File: config.mk
export PLATFORM = sky130hd
export DESIGN_NAME = music_decoder_flat
export DESIGN_NICKNAME = d
export VERILOG_FILES = /design/src/rtl/music_pkg.sv /design/src/rtl/music_decoder_if.sv /design/src/rtl/note_classifier.sv /design/src/rtl/music_decoder.sv /design/src/flat_wrapper.sv
export SDC_FILE = /design/constraint.sdc
export NUM_CORES = 1
export LEC_CHECK = 0
export ABC_AREA = 1
export CELL_PAD_IN_SITES_DETAIL_PLACEMENT = 2
export CELL_PAD_IN_SITES_GLOBAL_PLACEMENT = 2
export CORE_MARGIN = 5
export CORE_UTILIZATION = 39
export DETAILED_ROUTE_END_ITERATION = 12
export GPL_TIMING_DRIVEN = 0
export PLACE_DENSITY_LB_ADDON = 0.1
export SLEW_MARGIN = 40
export SYNTH_ARGS = -nofsm -noshare
export SYNTH_HDL_FRONTEND = slang
export SYNTH_SLANG_ARGS = --single-unit
File: constraint.sdc
create_clock -name clk -period 13 [get_ports clk]
set_input_delay 1.3 -clock clk [delete_from_list [all_inputs] [get_ports clk]]
set_output_delay 1.3 -clock clk [all_outputs]
set_load 0.01 [all_outputs]
File: src/rtl/music_pkg.sv
// Shared definitions for the tone-line decoder: note frequency table,
// special note codes, FSM state encoding and the nominal-period helper.
package music_pkg;

    localparam int NUM_NOTES = 21;

    localparam logic [4:0] NOTE_SILENCE = 5'd0;
    localparam logic [4:0] NOTE_UNKNOWN = 5'd31;

    // Note frequencies in Hz: low, middle and high octave.
    localparam int unsigned l_1 = 131;
    localparam int unsigned l_2 = 147;
    localparam int unsigned l_3 = 165;
    localparam int unsigned l_4 = 175;
    localparam int unsigned l_5 = 196;
    localparam int unsigned l_6 = 220;
    localparam int unsigned l_7 = 247;
    localparam int unsigned m_1 = 262;
    localparam int unsigned m_2 = 294;
    localparam int unsigned m_3 = 330;
    localparam int unsigned m_4 = 349;
    localparam int unsigned m_5 = 392;
    localparam int unsigned m_6 = 440;
    localparam int unsigned m_7 = 494;
    localparam int unsigned h_1 = 523;
    localparam int unsigned h_2 = 587;
    localparam int unsigned h_3 = 659;
    localparam int unsigned h_4 = 698;
    localparam int unsigned h_5 = 784;
    localparam int unsigned h_6 = 880;
    localparam int unsigned h_7 = 988;

    typedef enum logic [2:0] {
        S_WAIT,
        S_MEASURE,
        S_CLASSIFY,
        S_UPDATE,
        S_SILENCE
    } state_t;

    // Frequency of table entry idx (code idx+1).
    function automatic int unsigned note_freq(input int idx);
        case (idx)
            0:       return l_1;
            1:       return l_2;
            2:       return l_3;
            3:       return l_4;
            4:       return l_5;
            5:       return l_6;
            6:       return l_7;
            7:       return m_1;
            8:       return m_2;
            9:       return m_3;
            10:      return m_4;
            11:      return m_5;
            12:      return m_6;
            13:      return m_7;
            14:      return h_1;
            15:      return h_2;
            16:      return h_3;
            17:      return h_4;
            18:      return h_5;
            19:      return h_6;
            default: return h_7;
        endcase
    endfunction

    // Nominal period in clock cycles of table entry idx.
    function automatic logic [31:0] note_period(input int idx, input int unsigned clk_freq);
        return clk_freq / note_freq(idx);
    endfunction

endpackage

File: src/rtl/music_decoder_if.sv
// Tone line in, decoded note stream out. The decoder takes the slave side.
interface music_decoder_if;
    logic        music_in;
    logic [4:0]  cur_note;
    logic        locked;
    logic        note_valid;
    logic [4:0]  note_code;
    logic [31:0] note_len;

    modport master (
        output music_in,
        input  cur_note, locked, note_valid, note_code, note_len
    );

    modport slave (
        input  music_in,
        output cur_note, locked, note_valid, note_code, note_len
    );
endinterface

File: src/rtl/note_classifier.sv
// Sequential note-table scan: one entry per cycle, first window hit wins,
// NOTE_UNKNOWN when no entry matches. done pulses once the code is final.
module note_classifier
    import music_pkg::*;
#(
    parameter int unsigned CLK_FREQ  = 50_000_000,
    parameter int unsigned TOL_SHIFT = 6
) (
    input  logic        clk,
    input  logic        rst,
    input  logic        start,
    input  logic [31:0] meas,
    output logic        done,
    output logic [4:0]  code
);

    localparam int IDX_W = $clog2(NUM_NOTES);
    localparam logic [IDX_W-1:0] LAST_IDX = IDX_W'(NUM_NOTES - 1);

    // NOTE: the table is constant wiring folded at elaboration, not storage, so it has no reset.
    logic [31:0] nom_tab [NUM_NOTES];
    for (genvar i = 0; i < NUM_NOTES; i++) begin : g_tab
        assign nom_tab[i] = note_period(i, CLK_FREQ);
    end

    logic             busy;
    logic [IDX_W-1:0] idx;
    logic [31:0]      meas_r;
    logic [31:0]      nom;
    logic [31:0]      tol;
    logic             hit;

    // Window test of the latched period against the entry under the scan pointer.
    always_comb begin
        // NOTE: every output gets a value before any condition so no latch is inferred.
        nom = nom_tab[idx];
        tol = nom >> TOL_SHIFT;
        hit = (meas_r >= nom - tol) && (meas_r <= nom + tol);
    end

    // Scan pointer, first-match capture and completion pulse.
    always_ff @(posedge clk or negedge rst) begin
        // NOTE: state is updated with non-blocking assignments so every flop sees pre-edge values.
        if (!rst) begin
            busy   <= 1'b0;
            idx    <= '0;
            meas_r <= '0;
            done   <= 1'b0;
            code   <= NOTE_SILENCE;
        end else begin
            done <= 1'b0;
            if (start) begin
                busy   <= 1'b1;
                idx    <= '0;
                meas_r <= meas;
                code   <= NOTE_UNKNOWN;
            end else if (busy) begin
                if (hit && code == NOTE_UNKNOWN) begin
                    code <= 5'(idx) + 5'd1;
                end
                if (idx == LAST_IDX) begin
                    busy <= 1'b0;
                    done <= 1'b1;
                end else begin
                    idx <= idx + IDX_W'(1);
                end
            end
        end
    end

endmodule

File: src/rtl/music_decoder.sv
// Tone-line decoder: synchronises the pin, measures rising-edge periods,
// classifies them against the note table, debounces note changes and
// reports each finished note with its length in clock cycles.
module music_decoder
    import music_pkg::*;
#(
    parameter int unsigned CLK_FREQ       = 50_000_000,
    parameter int unsigned TOL_SHIFT      = 6,
    parameter int unsigned STABLE_CNT     = 4,
    parameter int unsigned SILENCE_CYCLES = CLK_FREQ / 100
) (
    input  logic            clk,
    input  logic            rst,
    music_decoder_if.slave  bus
);

    localparam int STAB_W = $clog2(STABLE_CNT + 1);
    localparam logic [STAB_W-1:0] STAB_MAX = STAB_W'(STABLE_CNT);

    logic              sync1, sync2, sync3, edge_r;
    logic [31:0]       period_cnt;
    state_t            state, state_nxt;
    logic              cls_start, cls_done;
    logic [4:0]        cls_code;
    logic [31:0]       meas;

    logic [4:0]        cand, cand_nxt;
    logic [STAB_W-1:0] stab_cnt, stab_nxt;
    logic [4:0]        cur_note, cur_nxt;
    logic              end_note;
    logic [31:0]       len_cnt, len_inc;
    logic              note_valid;
    logic [4:0]        note_code;
    logic [31:0]       note_len;

    // Two-flop synchroniser plus a delay flop; edge_r is a registered rising-edge strobe.
    always_ff @(posedge clk or negedge rst) begin
        if (!rst) begin
            sync1  <= 1'b0;
            sync2  <= 1'b0;
            sync3  <= 1'b0;
            edge_r <= 1'b0;
        end else begin
            sync1  <= bus.music_in;
            sync2  <= sync1;
            sync3  <= sync2;
            edge_r <= sync2 & ~sync3;
        end
    end

    // Cycles since the last edge, saturating at the silence threshold.
    always_ff @(posedge clk or negedge rst) begin
        if (!rst) begin
            period_cnt <= '0;
        end else if (edge_r) begin
            period_cnt <= '0;
        end else if (period_cnt != SILENCE_CYCLES) begin
            period_cnt <= period_cnt + 32'd1;
        end
    end

    // The count at the closing edge is one short of the full edge-to-edge period.
    assign meas = period_cnt + 32'd1;

    note_classifier #(
        .CLK_FREQ  (CLK_FREQ),
        .TOL_SHIFT (TOL_SHIFT)
    ) u_classifier (
        .clk   (clk),
        .rst   (rst),
        .start (cls_start),
        .meas  (meas),
        .done  (cls_done),
        .code  (cls_code)
    );

    // FSM state register.
    always_ff @(posedge clk or negedge rst) begin
        if (!rst) begin
            state <= S_WAIT;
        end else begin
            state <= state_nxt;
        end
    end

    // FSM next state and classifier launch.
    always_comb begin
        state_nxt = state;
        cls_start = 1'b0;
        case (state)
            S_WAIT: begin
                if (edge_r) state_nxt = S_MEASURE;
            end
            S_MEASURE: begin
                if (edge_r) begin
                    cls_start = 1'b1;
                    state_nxt = S_CLASSIFY;
                end else if (period_cnt == SILENCE_CYCLES) begin
                    state_nxt = S_SILENCE;
                end
            end
            S_CLASSIFY: begin
                if (cls_done) state_nxt = S_UPDATE;
            end
            S_UPDATE:  state_nxt = S_MEASURE;
            S_SILENCE: state_nxt = S_WAIT;
            default:   state_nxt = S_WAIT;
        endcase
    end

    // Candidate tracking, stability count and note change / end decisions.
    always_comb begin
        cand_nxt = cand;
        stab_nxt = stab_cnt;
        cur_nxt  = cur_note;
        end_note = 1'b0;
        if (state == S_UPDATE) begin
            if (cls_code == NOTE_UNKNOWN) begin
                stab_nxt = '0;
            end else if (cls_code == cand) begin
                if (stab_cnt != STAB_MAX) stab_nxt = stab_cnt + STAB_W'(1);
            end else begin
                cand_nxt = cls_code;
                stab_nxt = STAB_W'(1);
            end
            if (stab_nxt == STAB_MAX && cand_nxt != cur_note) begin
                end_note = (cur_note != NOTE_SILENCE);
                cur_nxt  = cand_nxt;
            end
        end else if (state == S_SILENCE) begin
            end_note = (cur_note != NOTE_SILENCE);
            cur_nxt  = NOTE_SILENCE;
            cand_nxt = NOTE_SILENCE;
            stab_nxt = '0;
        end
    end

    // Reported length includes the final cycle the note was current.
    assign len_inc = (len_cnt == '1) ? len_cnt : len_cnt + 32'd1;

    // Note state, duration counter and end-of-note report registers.
    always_ff @(posedge clk or negedge rst) begin
        if (!rst) begin
            cand       <= NOTE_SILENCE;
            stab_cnt   <= '0;
            cur_note   <= NOTE_SILENCE;
            len_cnt    <= '0;
            note_valid <= 1'b0;
            note_code  <= NOTE_SILENCE;
            note_len   <= '0;
        end else begin
            cand       <= cand_nxt;
            stab_cnt   <= stab_nxt;
            cur_note   <= cur_nxt;
            note_valid <= end_note;
            if (end_note) begin
                note_code <= cur_note;
                note_len  <= len_inc;
            end
            if (end_note || cur_note == NOTE_SILENCE) begin
                len_cnt <= '0;
            end else begin
                len_cnt <= len_inc;
            end
        end
    end

    assign bus.cur_note   = cur_note;
    assign bus.locked     = (cur_note != NOTE_SILENCE);
    assign bus.note_valid = note_valid;
    assign bus.note_code  = note_code;
    assign bus.note_len   = note_len;

endmodule

File: src/flat_wrapper.sv
// flat-port wrapper written by rule: the top's interface ports become plain ports
module music_decoder_flat import music_pkg::*;
#(
    parameter int unsigned CLK_FREQ       = 50_000_000,
    parameter int unsigned TOL_SHIFT      = 6,
    parameter int unsigned STABLE_CNT     = 4,
    parameter int unsigned SILENCE_CYCLES = CLK_FREQ / 100
)
  (clk, rst, bus_music_in, bus_cur_note, bus_locked, bus_note_valid, bus_note_code, bus_note_len);
  music_decoder_if bus_i ();
  input  logic clk;
  input  logic rst;
  input wire logic [$bits(bus_i.music_in)-1:0] bus_music_in;
  output wire logic [$bits(bus_i.cur_note)-1:0] bus_cur_note;
  output wire logic [$bits(bus_i.locked)-1:0] bus_locked;
  output wire logic [$bits(bus_i.note_valid)-1:0] bus_note_valid;
  output wire logic [$bits(bus_i.note_code)-1:0] bus_note_code;
  output wire logic [$bits(bus_i.note_len)-1:0] bus_note_len;
  assign bus_i.music_in = bus_music_in;
  assign bus_cur_note = bus_i.cur_note;
  assign bus_locked = bus_i.locked;
  assign bus_note_valid = bus_i.note_valid;
  assign bus_note_code = bus_i.note_code;
  assign bus_note_len = bus_i.note_len;
  music_decoder #(.CLK_FREQ(CLK_FREQ), .TOL_SHIFT(TOL_SHIFT), .STABLE_CNT(STABLE_CNT), .SILENCE_CYCLES(SILENCE_CYCLES)) u_core (.clk(clk), .rst(rst), .bus(bus_i));
endmodule
Word level (Yosys, flattened, before mapping)
Memory sizes are Yosys's and may differ from the RTL's.
Cells that the tools add are included.
- muxes and demuxes: 41
- equality and inequality tests: 18
- reduce and logical (&&, ||, !) cells: 15
- bitwise operators: 3
- $lt $le $gt $ge: 3
- $add $sub $neg: 6
- operator list (kind ; number):
    $mux 32 ; 6
    $mux 5 ; 13
    $add 32x1->32 const B ; 2
    $add 32x26->32 ; 1
    $eq 32x19->1 const B ; 1
    $eq 32x32->1 const B ; 1
    $ge 32x32->1 ; 1
    $le 32x32->1 ; 1
    $ne 32x19->1 const B ; 1
    $sub 32x26->32 ; 1
    $mux 3 ; 10
    $pmux 3 s4 ; 1
    $mux 1 ; 11
    $eq 5x5->1 const B ; 2
    $reduce_bool 2->1 ; 4
    $eq 3x2->1 const B ; 2
    $eq 3x3->1 const B ; 2
    $ge 6x6->1 const B ; 1
    $not 5->6 ; 1
    $reduce_and 2->1 ; 3
    $add 5x1->5 const B ; 1
    $eq 5x5->1 ; 1
    $logic_not 5->1 ; 1
    $ne 5x5->1 ; 1
    other kinds (13) ; 17
- flip-flop bits (word level): 166
- logic and storage cells: 105
- ROM bits: 1024
- output and inout port bits: 44
- memories: 1
- memory list (memory ; words ; bits a word ; read ports ; clocked after Yosys merged registers in ; wr ports ; line ; RTL):
    (name not given) ; 32 ; 32 ; 1 ; 0 ; 0 ; note_classifier.sv:36 ; nom = nom_tab[idx];

Logic depth before layout (Yosys ltp)
Gate-level depths: netlist (run 1).
- depth in word-level cells: 11
- mapped depth: 33
- gate-level depth less buffers: 32

Cells and area by module
A second synthesis (run 1) with hierarchy kept.
- cells, all modules: 1607
- area, all modules: 11656.2 sq um
- modules (own cells, without submodules) (module ; times used ; sequential area each (sq um) ; cells an instance ; area each (sq um)):
    music_decoder ; 1 ; 3052.9 ; 869 ; 6600.1
    note_classifier ; 1 ; 1101.1 ; 738 ; 5056.1

Least setup slack after synthesis (run 1)
OpenSTA, ideal clock, no wires.
- path type: reg2reg
- start point: register u_core.u_classifier.idx[0]
- end point: register u_core.u_classifier.code[1]
- data required time: 12.871 ns
- path buffers: 2
- arrival: 4.336 ns
- setup time: 0.129 ns
- setup slack: 8.536 ns
- stages on the path, launching flop included: 28
- period minus slack after synthesis: 4.464 ns
- cell sequence: dfrtp_1 > clkbuf_1 > inv_1 > ha_1 > inv_1 > nor2_1 > o21ai_0 > o211ai_1 > nand2_1 > inv_1 > ha_1 > clkbuf_1 > inv_1 > a21o_1 > a21oi_1 > o21ai_0 > nand3_1 > nand4_1 > ha_1 > nand2_1 > nor2_1 > nand4_1 > nor2_1 > nand4_1 > nand3_1 > nand3_1 > nand2_1 > nand2_1
- longest elaborated chain between the ends: 10
- elaborated cells between the ends (all ways): 16
- RTL lines (item ; line ; RTL):
    start, declared ; note_classifier.sv:27 ; logic [IDX_W-1:0] idx;
    start signal, assigned ; note_classifier.sv:65 ; idx <= idx + IDX_W'(1);
    $not 5->6 (implied by the code) ; note_classifier.sv:36 ;
    $mem_v2 32x32 ; - ;
    $mux 32 (implied by the code) (2 in series) ; note_classifier.sv:36 ;
    $sub 32x26->32 / $add 32x26->32 (equally long branches) ; note_classifier.sv:38 ; hit = (meas_r >= nom - tol) && (meas_r <= nom + tol);
    $ge 32x32->1 / $le 32x32->1 (equally long branches) ; note_classifier.sv:38 ;
    $logic_and 1x1->1 ; note_classifier.sv:38 ;
    $logic_and 1x1->1 ; note_classifier.sv:58 ; if (hit && code == NOTE_UNKNOWN) begin
    $reduce_bool 2->1 (no line) ; - ;
    $reduce_and 2->1 (no line) ; - ;
    end signal, assigned ; note_classifier.sv:59 ; code <= 5'(idx) + 5'd1;
    end, declared ; note_classifier.sv:14 ; output logic [4:0] code
Several ways; a longest one is shown, not always the timed one. The select of a mux whose other input is x is not followed.
A chain may end at the register's enable or synchronous reset.

Final worst setup path (run 1)
- start point: register u_core.u_classifier.idx[0]
- end point: register u_core.u_classifier.code[4]
Same word-level chain as after synthesis.

==> results.ini, run 1 <==
[timing]
skew_ns=0.01469
fin_setup_tns_ns=0
layout_setup_ws_ns=6.515
relSlewSlack_pct=42.37
rsz0062_at_grt=false
fin_crit_sh_pct=49.88
holdWs_ns=0.3648
finalMaxSlewViolations=0
tightestPinTransition_ns=0.8578
hold_viol=0
min_period_ns=6.485
setup_viol=0
fmax_ghz=0.1542

[logic_synthesis]
synthArstFlopShare_pct=100.0
synth_cell_type_count=46
postSynthAreaPerCell_um2=7.147
netlist_instances=1625
syn_nets=1721
synth_edf_count=0
seq_area_frac_synth_pct=35.77
ys_ff_latch=166
syn_area_um2=11610
synth_ff_type=dfrtp_1
ys_warn_count=0

[floorplanning]
io_pins=47
die_w_um=182.6
core_um2=29560
die_h_um=182.6
placementRows=63
initial_utilization_pct=39.29
die_area_um2=33330

[route]
met2_wirelength_um=22650
dr.first_iter.drc_count=524
via_per_inst=5.387
drt-total-wl_um=43140
drc=0
ant_nets=0
post_drt_wl_per_cell_um=20.59
wl_met3_um=886
top_layer=met4
dr.pass1.iters=5
vias=11290
wl_met1_um=19010

[hold_path]
worstHoldStart=u_core.sync1$_DFF_PN0_
min_to=u_core.sync2$_DFF_PN0_
hp-class=flop to flop
hold_path_depth=0

[worst_setup_path]
reg2reg_setup_slack_ns=6.52
reg2reg_depth=27
cp_top_family=compound AO/OA/AOI/OAI gates
r2r_start=u_core.u_classifier.idx[0]$_DFFE_PN0P_
cp-start-kind=flop
critPathKind=flop to flop
cp_common_cell=nand2_1
path_buf_inv=6
crit_fanout=8
crit_slowest_cell=o21ai_0
worst-endpoint-required_ns=13.32
cp.arrival_ns=6.80
cpPeakStageDelay_ns=0.65
worstReg2RegEnd=u_core.u_classifier.code[4]$_DFFE_PN0P_
end_kind=flop

[final_layout]
fin_util_pct=44.81
mostFrequentLayoutCell=nand2_1
final_area_um2=13250
final_cell_mix=nand2_1 (448), inv_1 (194), nor2_1 (194), dfrtp_1 (166), nand3_1 (98)
synthToLayoutAreaGrowth_pct=14.05
num-nets-final=1789
n_antenna_cell=0
drive_above_1_share_pct=4.516

[placed_design]
port_buffers=46
pre_cts_slack_ns=6.674
placed_cell_area_um2=12650
place.gp.congestion=0.8922
place_hpwl_um=33410

[cts]
cts_tree=done
ctsLongestPathBuffers=2
clockRootBuffer=clkbuf_16
cts_buffers=17
worstSkewPairLatency_ns=0.45
clk_pin_slew_worst_paths_ns=0.07
post_cts_buffers=0
htree_levels=4
cts_resized=0
clkSinkCount=166
holdBufCountCts=0

[grt]
grt_use_total_pct=26.18
grt_pass1_wl_um=69700
grt_overflow_total=0
antenna_found_initial=0
grt_max_degree=54
grt_pass1_vias=12580

[pwr]
p_leak_nw=6.592
peakVddDrop_mv=0.2599
powerDensity_nw_per_um2=271.2

[outcome]
outcome=completed

[flow_run]
drv_cap=0

==> synthesized netlist by cell type (2+ instances only) <==
library cell | instances | area share, %
inv_2 | 4 | 0.13
buf_4 | 5 | 0.32
a21oi_1 | 63 | 2.7
nor2_1 | 194 | 6.3
ha_1 | 91 | 9.8
a31oi_1 | 2 | 0.11
buf_2 | 10 | 0.43
nand2_2 | 4 | 0.22
inv_1 | 194 | 6.3
o211ai_1 | 5 | 0.32
xor2_1 | 66 | 5.0
dfrtp_1 | 166 | 36
nand3b_1 | 10 | 0.65
a21o_1 | 7 | 0.45
fa_1 | 2 | 0.34
nor2_2 | 3 | 0.16
nand4_1 | 35 | 1.9
clkbuf_1 | 25 | 0.81
nand3_1 | 98 | 4.2
nand2_1 | 448 | 14
o21ai_0 | 76 | 3.3
nor3_1 | 43 | 1.9
o22ai_1 | 8 | 0.43
buf_6 | 3 | 0.29
o21a_1 | 6 | 0.39
xnor2_1 | 12 | 0.90
buf_1 | 2 | 0.065
o21ai_1 | 5 | 0.22
nor4_1 | 11 | 0.59
or2_2 | 10 | 0.54
nor3b_1 | 2 | 0.13
==> cells by family after synthesis <==
group                    after synthesis  share of synthesized area, %
AO/OA/AOI/OAI                        181                         8.533
flip-flops                           166                         35.77
adder cells (fa/ha/maj)               93                         10.15
AND/OR/NAND/NOR                      862                         31.29
XOR/XNOR                              78                         5.882
other                                  1                       0.03229
buffers and inverters                244                         8.349
==> layer usage <==
layer	vias up	global-route usage [%]
met4	0	5.554
met3	45	3.030
met2	125	49.06
met5	-	0
li1	5354	-
met1	5761	32.21
==> state kept, by name, summed over array words and instances (netlist names) <==
name,cells
u_core.sync1,1
u_core.state,3
u_core.edge_r,1
u_core.bus.note_len,32
u_core.bus.note_code,5
u_core.u_classifier.code,5
u_core.u_classifier.meas_r,32
u_core.bus.note_valid,1
u_core.stab_cnt,3
u_core.u_classifier.idx,5
u_core.len_cnt,32
u_core.u_classifier.done,1
u_core.u_classifier.busy,1
u_core.cand,5
u_core.sync3,1
u_core.period_cnt,32
u_core.bus.cur_note,5
u_core.sync2,1
==> stage by stage <==
| stage | power (mW) | cells |
|---|---|---|
| 4_1_cts | 3.619 | 2095 |
| 5_1_grt | 3.950 | 2095 |
| 2_1_floorplan | 2.306 | 1625 |
| 6_report | 3.592 | 2095 |
| 3_5_place_dp | 3.066 | 2064 |
| 3_3_place_gp | 2.926 | 2061 |
==> power by group <==
group	total (mW)	internal, mW	leakage [nW]	switching [mW]
Sequential	0.570	0.542	2.26	0.0278
Combinational	2.49	0.793	4.05	1.70
Clock	0.530	0.295	0.279	0.235
==> cell type report <==
class / instances / area (um^2)
inverters: 199 / 747.0
clock inverters: 12 / 142.6
plain buffers: 45 / 222.7
multi-input cells: 1215 / 6490
fillers: 3533 / 16310
clock buffers: 19 / 452.9
well taps: 390 / 488.0
repair buffers: 49 / 548.0
flip-flops and latches: 166 / 4154
==> worst max path at each step <==
stage | from | end | slack (ns) | depth (start not counted)
after floorplan | u_core.u_classifier.idx[0]$_DFFE_PN0P_ | u_core.u_classifier.code[1]$_DFFE_PN0P_ | 8.54 | 27
after global placement | rst | u_core.period_cnt[16]$_DFFE_PN0P_ | 3.53 | 1
after detailed placement | u_core.u_classifier.idx[0]$_DFFE_PN0P_ | u_core.u_classifier.code[3]$_DFFE_PN0P_ | 6.67 | 29
after CTS | u_core.u_classifier.idx[0]$_DFFE_PN0P_ | u_core.u_classifier.code[3]$_DFFE_PN0P_ | 6.62 | 29
after global routing | u_core.u_classifier.idx[0]$_DFFE_PN0P_ | u_core.u_classifier.code[2]$_DFFE_PN0P_ | 6.07 | 29
final | u_core.u_classifier.idx[0]$_DFFE_PN0P_ | u_core.u_classifier.code[4]$_DFFE_PN0P_ | 6.52 | 27
==> worst reg2reg max path, stage by stage (launching register included) <==
cell	delay, ns
dfrtp_1	0.45
clkbuf_1	0.38
inv_1	0.22
ha_1	0.45
inv_1	0.15
nor2_1	0.08
o21ai_0	0.39
o211ai_1	0.22
nand2_1	0.17
inv_1	0.12
ha_1	0.29
clkbuf_1	0.31
nand2_1	0.10
inv_1	0.06
a21oi_1	0.15
o21ai_0	0.65
nand3_1	0.19
xor2_1	0.21
ha_1	0.31
nand2_1	0.08
nor2_1	0.15
nand2_1	0.14
nor2_1	0.23
nand2_1	0.10
a21oi_1	0.45
nand3_1	0.16
nand2_1	0.09
nand2_1	0.05
No activity file was read; power rests on OpenSTA's default activity.
==> run 2: changes to the inputs <==
- CORE_UTILIZATION: 39 -> 36
- clock period: 13 -> 6 ns (I/O delays scaled with it)
==> run 2 against run 1 <==
  * Global-route usage decreased by 2.5 points
  * Worst hold slack got worse by 0.28 ns
  * Die area increased by 7.9%
  * First-iteration DRC count decreased by 19%
  * Combinational power increased by 120%
  * Critical path type unchanged
  * Highest routed layer unchanged
  * Largest power group unchanged
==> results.ini, run 2 (synthesis results as in run 1) <==
[worst_setup_path]
end_kind=flop
crit_fanout=8  ; unchanged
crit_slowest_cell=dfrtp_1
cp.arrival_ns=5.90  ; -0.90 ns
cp-start-kind=flop
critPathKind=flop to flop
cpPeakStageDelay_ns=0.47  ; -0.18 ns
cp_common_cell=nand2_1
worst-endpoint-required_ns=6.37  ; -6.95 ns

[timing]
rsz0062_at_grt=false
skew_ns=0.01035  ; -0.004344 ns
relSlewSlack_pct=47.76  ; +5.4 points
layout_setup_ws_ns=0.4756  ; -6.040 ns
min_period_ns=5.524  ; -0.9604 ns
finalMaxSlewViolations=0  ; unchanged
fin_crit_sh_pct=92.07  ; +42 points
tightestPinTransition_ns=0.7776  ; -0.08020 ns
setup_viol=0  ; unchanged
hold_viol=0  ; unchanged
fmax_ghz=0.1810  ; +17%

[final_layout]
multi_input_area_um2=6543  ; +0.81%
fillers=3735  ; +5.7%
drive_above_1_share_pct=5.161  ; +0.65 points
final-seq-area_um2=4154  ; unchanged
mostFrequentLayoutCell=nand2_1
layout.cells.non_filler=2107  ; +0.57%
final_area_um2=13320  ; +0.59%
fin_util_pct=42.00  ; -2.8 points
final_cell_mix=nand2_1 (446), inv_1 (194), nor2_1 (194), dfrtp_1 (166), nand3_1 (96)
synthToLayoutAreaGrowth_pct=14.72
n_antenna_cell=0  ; unchanged
num-nets-final=1788  ; -0.056%

[cts]
clkSinkCount=166  ; unchanged
htree_levels=4  ; unchanged
worstSkewPairLatency_ns=0.45  ; about the same
clockRootBuffer=clkbuf_16
cts_buffers=17  ; unchanged
ctsLongestPathBuffers=2  ; unchanged
post_cts_buffers=0  ; unchanged
clk_pin_slew_worst_paths_ns=0.06  ; about the same
cts_tree=done

[route]
post_drt_wl_per_cell_um=19.61  ; -4.8%
drt-total-wl_um=41310  ; -4.2%
ant_nets=0  ; unchanged
dr.first_iter.drc_count=423  ; -19%
via_per_inst=5.227  ; -3.0%
dr.pass1.iters=5  ; unchanged
drc=0  ; unchanged
vias=11010  ; -2.4%

[flow_run]
drv_cap=0  ; unchanged

[floorplanning]
die_w_um=189.6  ; +3.9%
die_h_um=189.6  ; +3.9%
initial_utilization_pct=36.62  ; -2.7 points
io_pins=47  ; unchanged
placementRows=65  ; +3.2%
core_um2=31720  ; +7.3%
die_area_um2=35950  ; +7.9%

[placed_design]
placed_cell_area_um2=12630  ; -0.16%
dp_cells=2075  ; +0.53%
port_buffers=46  ; unchanged
place_hpwl_um=32900  ; -1.5%
pre_cts_slack_ns=-0.3868  ; -7.061 ns
place.gp.congestion=0.8690  ; -2.6%

[grt]
grt_use_total_pct=23.65  ; -2.5 points
grt_max_degree=69  ; +28%
grt_pass1_wl_um=67680  ; -2.9%
grt_pass1_vias=12390  ; -1.5%
antenna_found_initial=0  ; unchanged
grt_overflow_total=0  ; unchanged

[pwr]
p_leak_nw=6.621  ; +0.43%
power.total_mw=7.840  ; +120%
peakVddDrop_mv=0.4429  ; +70%
powerDensity_nw_per_um2=588.5  ; +120%

[hold_path]
hp-class=input pin to asynchronous set/reset pin

[outcome]
outcome=completed

[run 2: layer usage]
layer / track usage (%) / up-vias / part of all wire (%) / routed length (um)
met5: 0 / - / 0 / 0
met4: 4.897 / 0 / 1.5 / 603
met3: 2.991 / 32 / 1.9 / 770
met2: 42.94 / 106 / 51 / 20940
met1: 30.27 / 5526 / 46 / 19000
li1: - / 5349 / - / -
[run 2: through the flow]
| step | TNS (ns) | hold slack (ns) |
|---|---|---|
| floorplan | 0 | 0.3044 |
| global placement | -464.08 | 0.3340 |
| detailed placement | -1.756 | 0.3371 |
| CTS | 0 | 0.09184 |
| global route | 0 | 0.1143 |
| finish | 0 | 0.08344 |
[run 2: final timing paths]
check | start | endpoint | slack [ns] | cells after the start
max | u_core.u_classifier.idx[0]$_DFFE_PN0P_ | u_core.u_classifier.code[1]$_DFFE_PN0P_ | 0.48 | 29
min | rst | u_core.cand[3]$_DFFE_PN0P_ | 0.08 | 1
max reg2reg | u_core.u_classifier.idx[0]$_DFFE_PN0P_ | u_core.u_classifier.code[1]$_DFFE_PN0P_ | 0.48 | 29
min reg2reg | u_core.sync1$_DFF_PN0_ | u_core.sync2$_DFF_PN0_ | 0.37 | 0
max in group asynchronous | rst | u_core.bus.note_len[9]$_DFFE_PN0P_ | 4.95 | 3
min in group clk | u_core.sync1$_DFF_PN0_ | u_core.sync2$_DFF_PN0_ | 0.37 | 0
[run 2: critical path: cells and delay by family (launching register included)]
kind,cells,cell delay [ns]
XOR/XNOR,1,0.17
flip-flops,1,0.47
adder cells (fa/ha/maj),3,0.98
buffers and inverters,5,0.85
AO/OA/AOI/OAI,5,0.93
AND/OR/NAND/NOR,15,2.00
[run 2: layout make-up]
type / count / share of cell area [%]
Inverter: 199 / 5.607
Clock buffer: 18 / 3.296
Buffer: 45 / 1.700
Timing Repair Buffer: 48 / 3.850
Multi-Input combinational cell: 1215 / 49.11
Tap cell: 402 / 3.775
Sequential cell: 166 / 31.18
Clock inverter: 14 / 1.484
[run 2: report_power, final]
group          switching (mW)  internal [mW]
registers              0.0598           1.17
logic                    3.65           1.74
clock network           0.503          0.713
total                    4.21           3.63
[run 2: timing repair]
item | CTS | global route
hold buffers | 0 | 0
setup endpoints to repair | 5 | 5
gates resized for setup | 3 | 14
pin swaps | 0 | 1
==> run 3: changes to the inputs <==
- GPL_TIMING_DRIVEN: 0 -> unset
==> run 3 against run 2 <==
  * Core utilization fell by 0.87 points
  * Wire length fell by 2.3%
  * Worst hold slack got worse by 0.015 ns
  * Cell count fell by 1.6%
  * Sequential share of layout area rose by 0.67 points
  * Register-to-register slack improved by 0.08 ns
  * First-iteration DRC count fell by 3.5%
  * Design area fell by 2.1%
  * Power rose by 1.4%
  * Combinational power rose by 3.7%
  * Sequential power rose by 3%
  * Clock skew rose by 0.0012 ns
==> results.ini, run 3 (synthesis results as in run 1) <==
[timing]
finalMaxSlewViolations=0  ; unchanged
hold_viol=0  ; unchanged
relSlewSlack_pct=51.18  ; +3.4 points
fmax_ghz=0.1837  ; +1.5%
setup_viol=0  ; unchanged
fin_crit_sh_pct=90.75  ; -1.3 points
rsz0062_at_grt=false
layout_setup_ws_ns=0.5549  ; +0.07925 ns
fin_setup_tns_ns=0  ; unchanged
min_period_ns=5.445  ; -0.07925 ns
skew_ns=0.01151  ; +0.001163 ns
tightestPinTransition_ns=0.7267  ; -0.05087 ns

[cts]
clkSinkCount=166  ; unchanged
clk_pin_slew_worst_paths_ns=0.07  ; about the same
worstSkewPairLatency_ns=0.45  ; about the same
cts_resized=0  ; -3
htree_levels=4  ; unchanged
clockRootBuffer=clkbuf_16
holdBufCountCts=0  ; unchanged
ctsLongestPathBuffers=2  ; unchanged
cts_buffers=17  ; unchanged
post_cts_buffers=0  ; unchanged
cts_tree=done

[route]
ant_nets=0  ; unchanged
dr.first_iter.drc_count=408  ; -3.5%
drt-total-wl_um=40350  ; -2.3%
post_drt_wl_per_cell_um=19.46  ; -0.77%
vias=10890  ; -1.1%
drc=0  ; unchanged
via_per_inst=5.249  ; +0.43%
dr.pass1.iters=5  ; unchanged

[pwr]
peakVddDrop_mv=0.4093  ; -7.6%
switchingPower_mw=4.415  ; +4.8%
power.total_mw=7.946  ; +1.4%
p_leak_nw=6.501  ; -1.8%
p_int_mw=3.531  ; -2.7%
powerDensity_nw_per_um2=609.1  ; +3.5%
p_sw_share_pct=55.56  ; +1.9 points
power_frac_comb_pct=70.4  ; +1.6 points
clkPwrFrac_pct=13.7  ; -1.8 points
power_frac_seq_pct=15.9  ; +0.2 points

[floorplanning]
placementRows=65  ; unchanged
core_um2=31720  ; unchanged
die_h_um=189.6  ; unchanged
die_w_um=189.6  ; unchanged
initial_utilization_pct=36.62  ; unchanged
io_pins=47  ; unchanged
die_area_um2=35950  ; unchanged

[final_layout]
final_cell_mix=nand2_1 (448), inv_1 (194), nor2_1 (194), dfrtp_1 (165), nand3_1 (98)
num-nets-final=1755  ; -1.8%
synthToLayoutAreaGrowth_pct=12.34
fin_util_pct=41.13  ; -0.87 points
mostFrequentLayoutCell=nand2_1
drive_above_1_share_pct=4.246  ; -0.91 points
n_antenna_cell=0  ; unchanged
fillers=3793  ; +1.6%

[worst_setup_path]
crit_fanout=8  ; unchanged
critPathKind=flop to flop
cp_common_cell=nand2_1
end_kind=flop
reg2reg_setup_slack_ns=0.55  ; +0.08 ns
crit_slowest_cell=dfrtp_1
cp.arrival_ns=5.75  ; -0.15 ns
reg2reg_depth=28  ; -3.4%
worst-endpoint-required_ns=6.31  ; -0.06 ns
r2r_start=u_core.u_classifier.idx[1]$_DFFE_PN0P_
cp-start-kind=flop
cpPeakStageDelay_ns=0.52  ; +0.05 ns
worstReg2RegEnd=u_core.u_classifier.code[2]$_DFFE_PN0P_

[placed_design]
pre_cts_slack_ns=0.3476  ; +0.7344 ns
place_hpwl_um=31540  ; -4.1%
port_buffers=46  ; unchanged
place.gp.congestion=0.8899  ; +2.4%

[grt]
grt_pass1_vias=11980  ; -3.3%
grt_use_total_pct=23.04  ; -0.60 points
grt_pass1_wl_um=66210  ; -2.2%
grt_max_degree=73  ; +5.8%
grt_overflow_total=0  ; unchanged
antenna_found_initial=0  ; unchanged

[outcome]
outcome=completed

[hold_path]
hp-class=input pin to asynchronous set/reset pin

[flow_run]
drv_cap=0  ; unchanged

[run 3: changes by cell type in the layout (fill, tap and decap cells not counted), moves of 2 or more]
cell | previous run | this run
nand2_2 | 6 | 3
clkbuf_1 | 24 | 2
a21oi_1 | 60 | 62
nand2_1 | 446 | 448
buf_2 | 10 | 0
buf_4 | 5 | 12
inv_6 | 4 | 2
clkbuf_8 | 1 | 3
buf_1 | 2 | 0
nand3_2 | 2 | 0
bufinv_16 | 4 | 1
nand3_1 | 96 | 98
[run 3: power by group through the flow]
stage / combinational (mW) / clock, mW / sequential [mW]
floorplan: 3.76 / 0 / 1.23
global placement: 5.39 / 0 / 1.28
detailed placement: 5.57 / 0 / 1.28
CTS: 5.62 / 1.12 / 1.26
global route: 6.30 / 1.17 / 1.28
finish: 5.59 / 1.09 / 1.27
[run 3: per-layer routing]
layer  up-vias  global-route usage, %  share of wire, %
met2       140                  40.82                50
met4         0                  5.120               1.6
met1      5428                  29.71                46
li1       5276                      -                 -
met5         -                      0                 0
met3        43                  3.706               3.1
[run 3: how the worst max path moves through the flow]
| stage | cells past startpoint | slack, ns | end | start |
|---|---|---|---|---|
| floorplan | 27 | 1.54 | u_core.u_classifier.code[1]$_DFFE_PN0P_ | u_core.u_classifier.idx[0]$_DFFE_PN0P_ |
| global placement | 28 | 0.54 | u_core.u_classifier.code[2]$_DFFE_PN0P_ | u_core.u_classifier.idx[0]$_DFFE_PN0P_ |
| detailed placement | 29 | 0.35 | u_core.u_classifier.code[1]$_DFFE_PN0P_ | u_core.u_classifier.idx[0]$_DFFE_PN0P_ |
| CTS | 29 | 0.29 | u_core.u_classifier.code[2]$_DFFE_PN0P_ | u_core.u_classifier.idx[0]$_DFFE_PN0P_ |
| global route | 28 | 0.02 | u_core.u_classifier.code[1]$_DFFE_PN0P_ | u_core.u_classifier.idx[1]$_DFFE_PN0P_ |
| finish | 28 | 0.55 | u_core.u_classifier.code[2]$_DFFE_PN0P_ | u_core.u_classifier.idx[1]$_DFFE_PN0P_ |
[run 3: critical path: cells and delay by family (launching register included)]
kind | cells | cell delay, ns
AOI/OAI and AO/OA | 4 | 1.15
DFF | 1 | 0.52
buffers and inverters | 3 | 0.44
adders and majority gates | 3 | 1.14
and+or+nand+nor | 18 | 2.04
[run 3: final cells by class]
| cell class | count | area, um^2 | share of cell area (%) |
|---|---|---|---|
| repair buffers | 60 | 574.3 | 4.402 |
| well taps | 402 | 503.0 | 3.855 |
| multi-input cells | 1215 | 6499 | 49.81 |
| flip-flops and latches | 166 | 4155 | 31.85 |
| clock inverters | 10 | 93.84 | 0.7193 |
| clock buffers | 22 | 474.2 | 3.635 |
| inverters | 199 | 747.0 | 5.726 |
[run 3: per-stage QoR]
| step | instances | cell area, um^2 | hold WS (ns) |
|---|---|---|---|
| after floorplan | 1625 | 11610 | 0.3044 |
| after global placement | 2042 | 12460 | 0.3340 |
| after detailed placement | 2042 | 12470 | 0.3381 |
| after CTS | 2074 | 13040 | 0.07310 |
| after global routing | 2074 | 13050 | 0.09040 |
| final | 2074 | 13050 | 0.06824 |
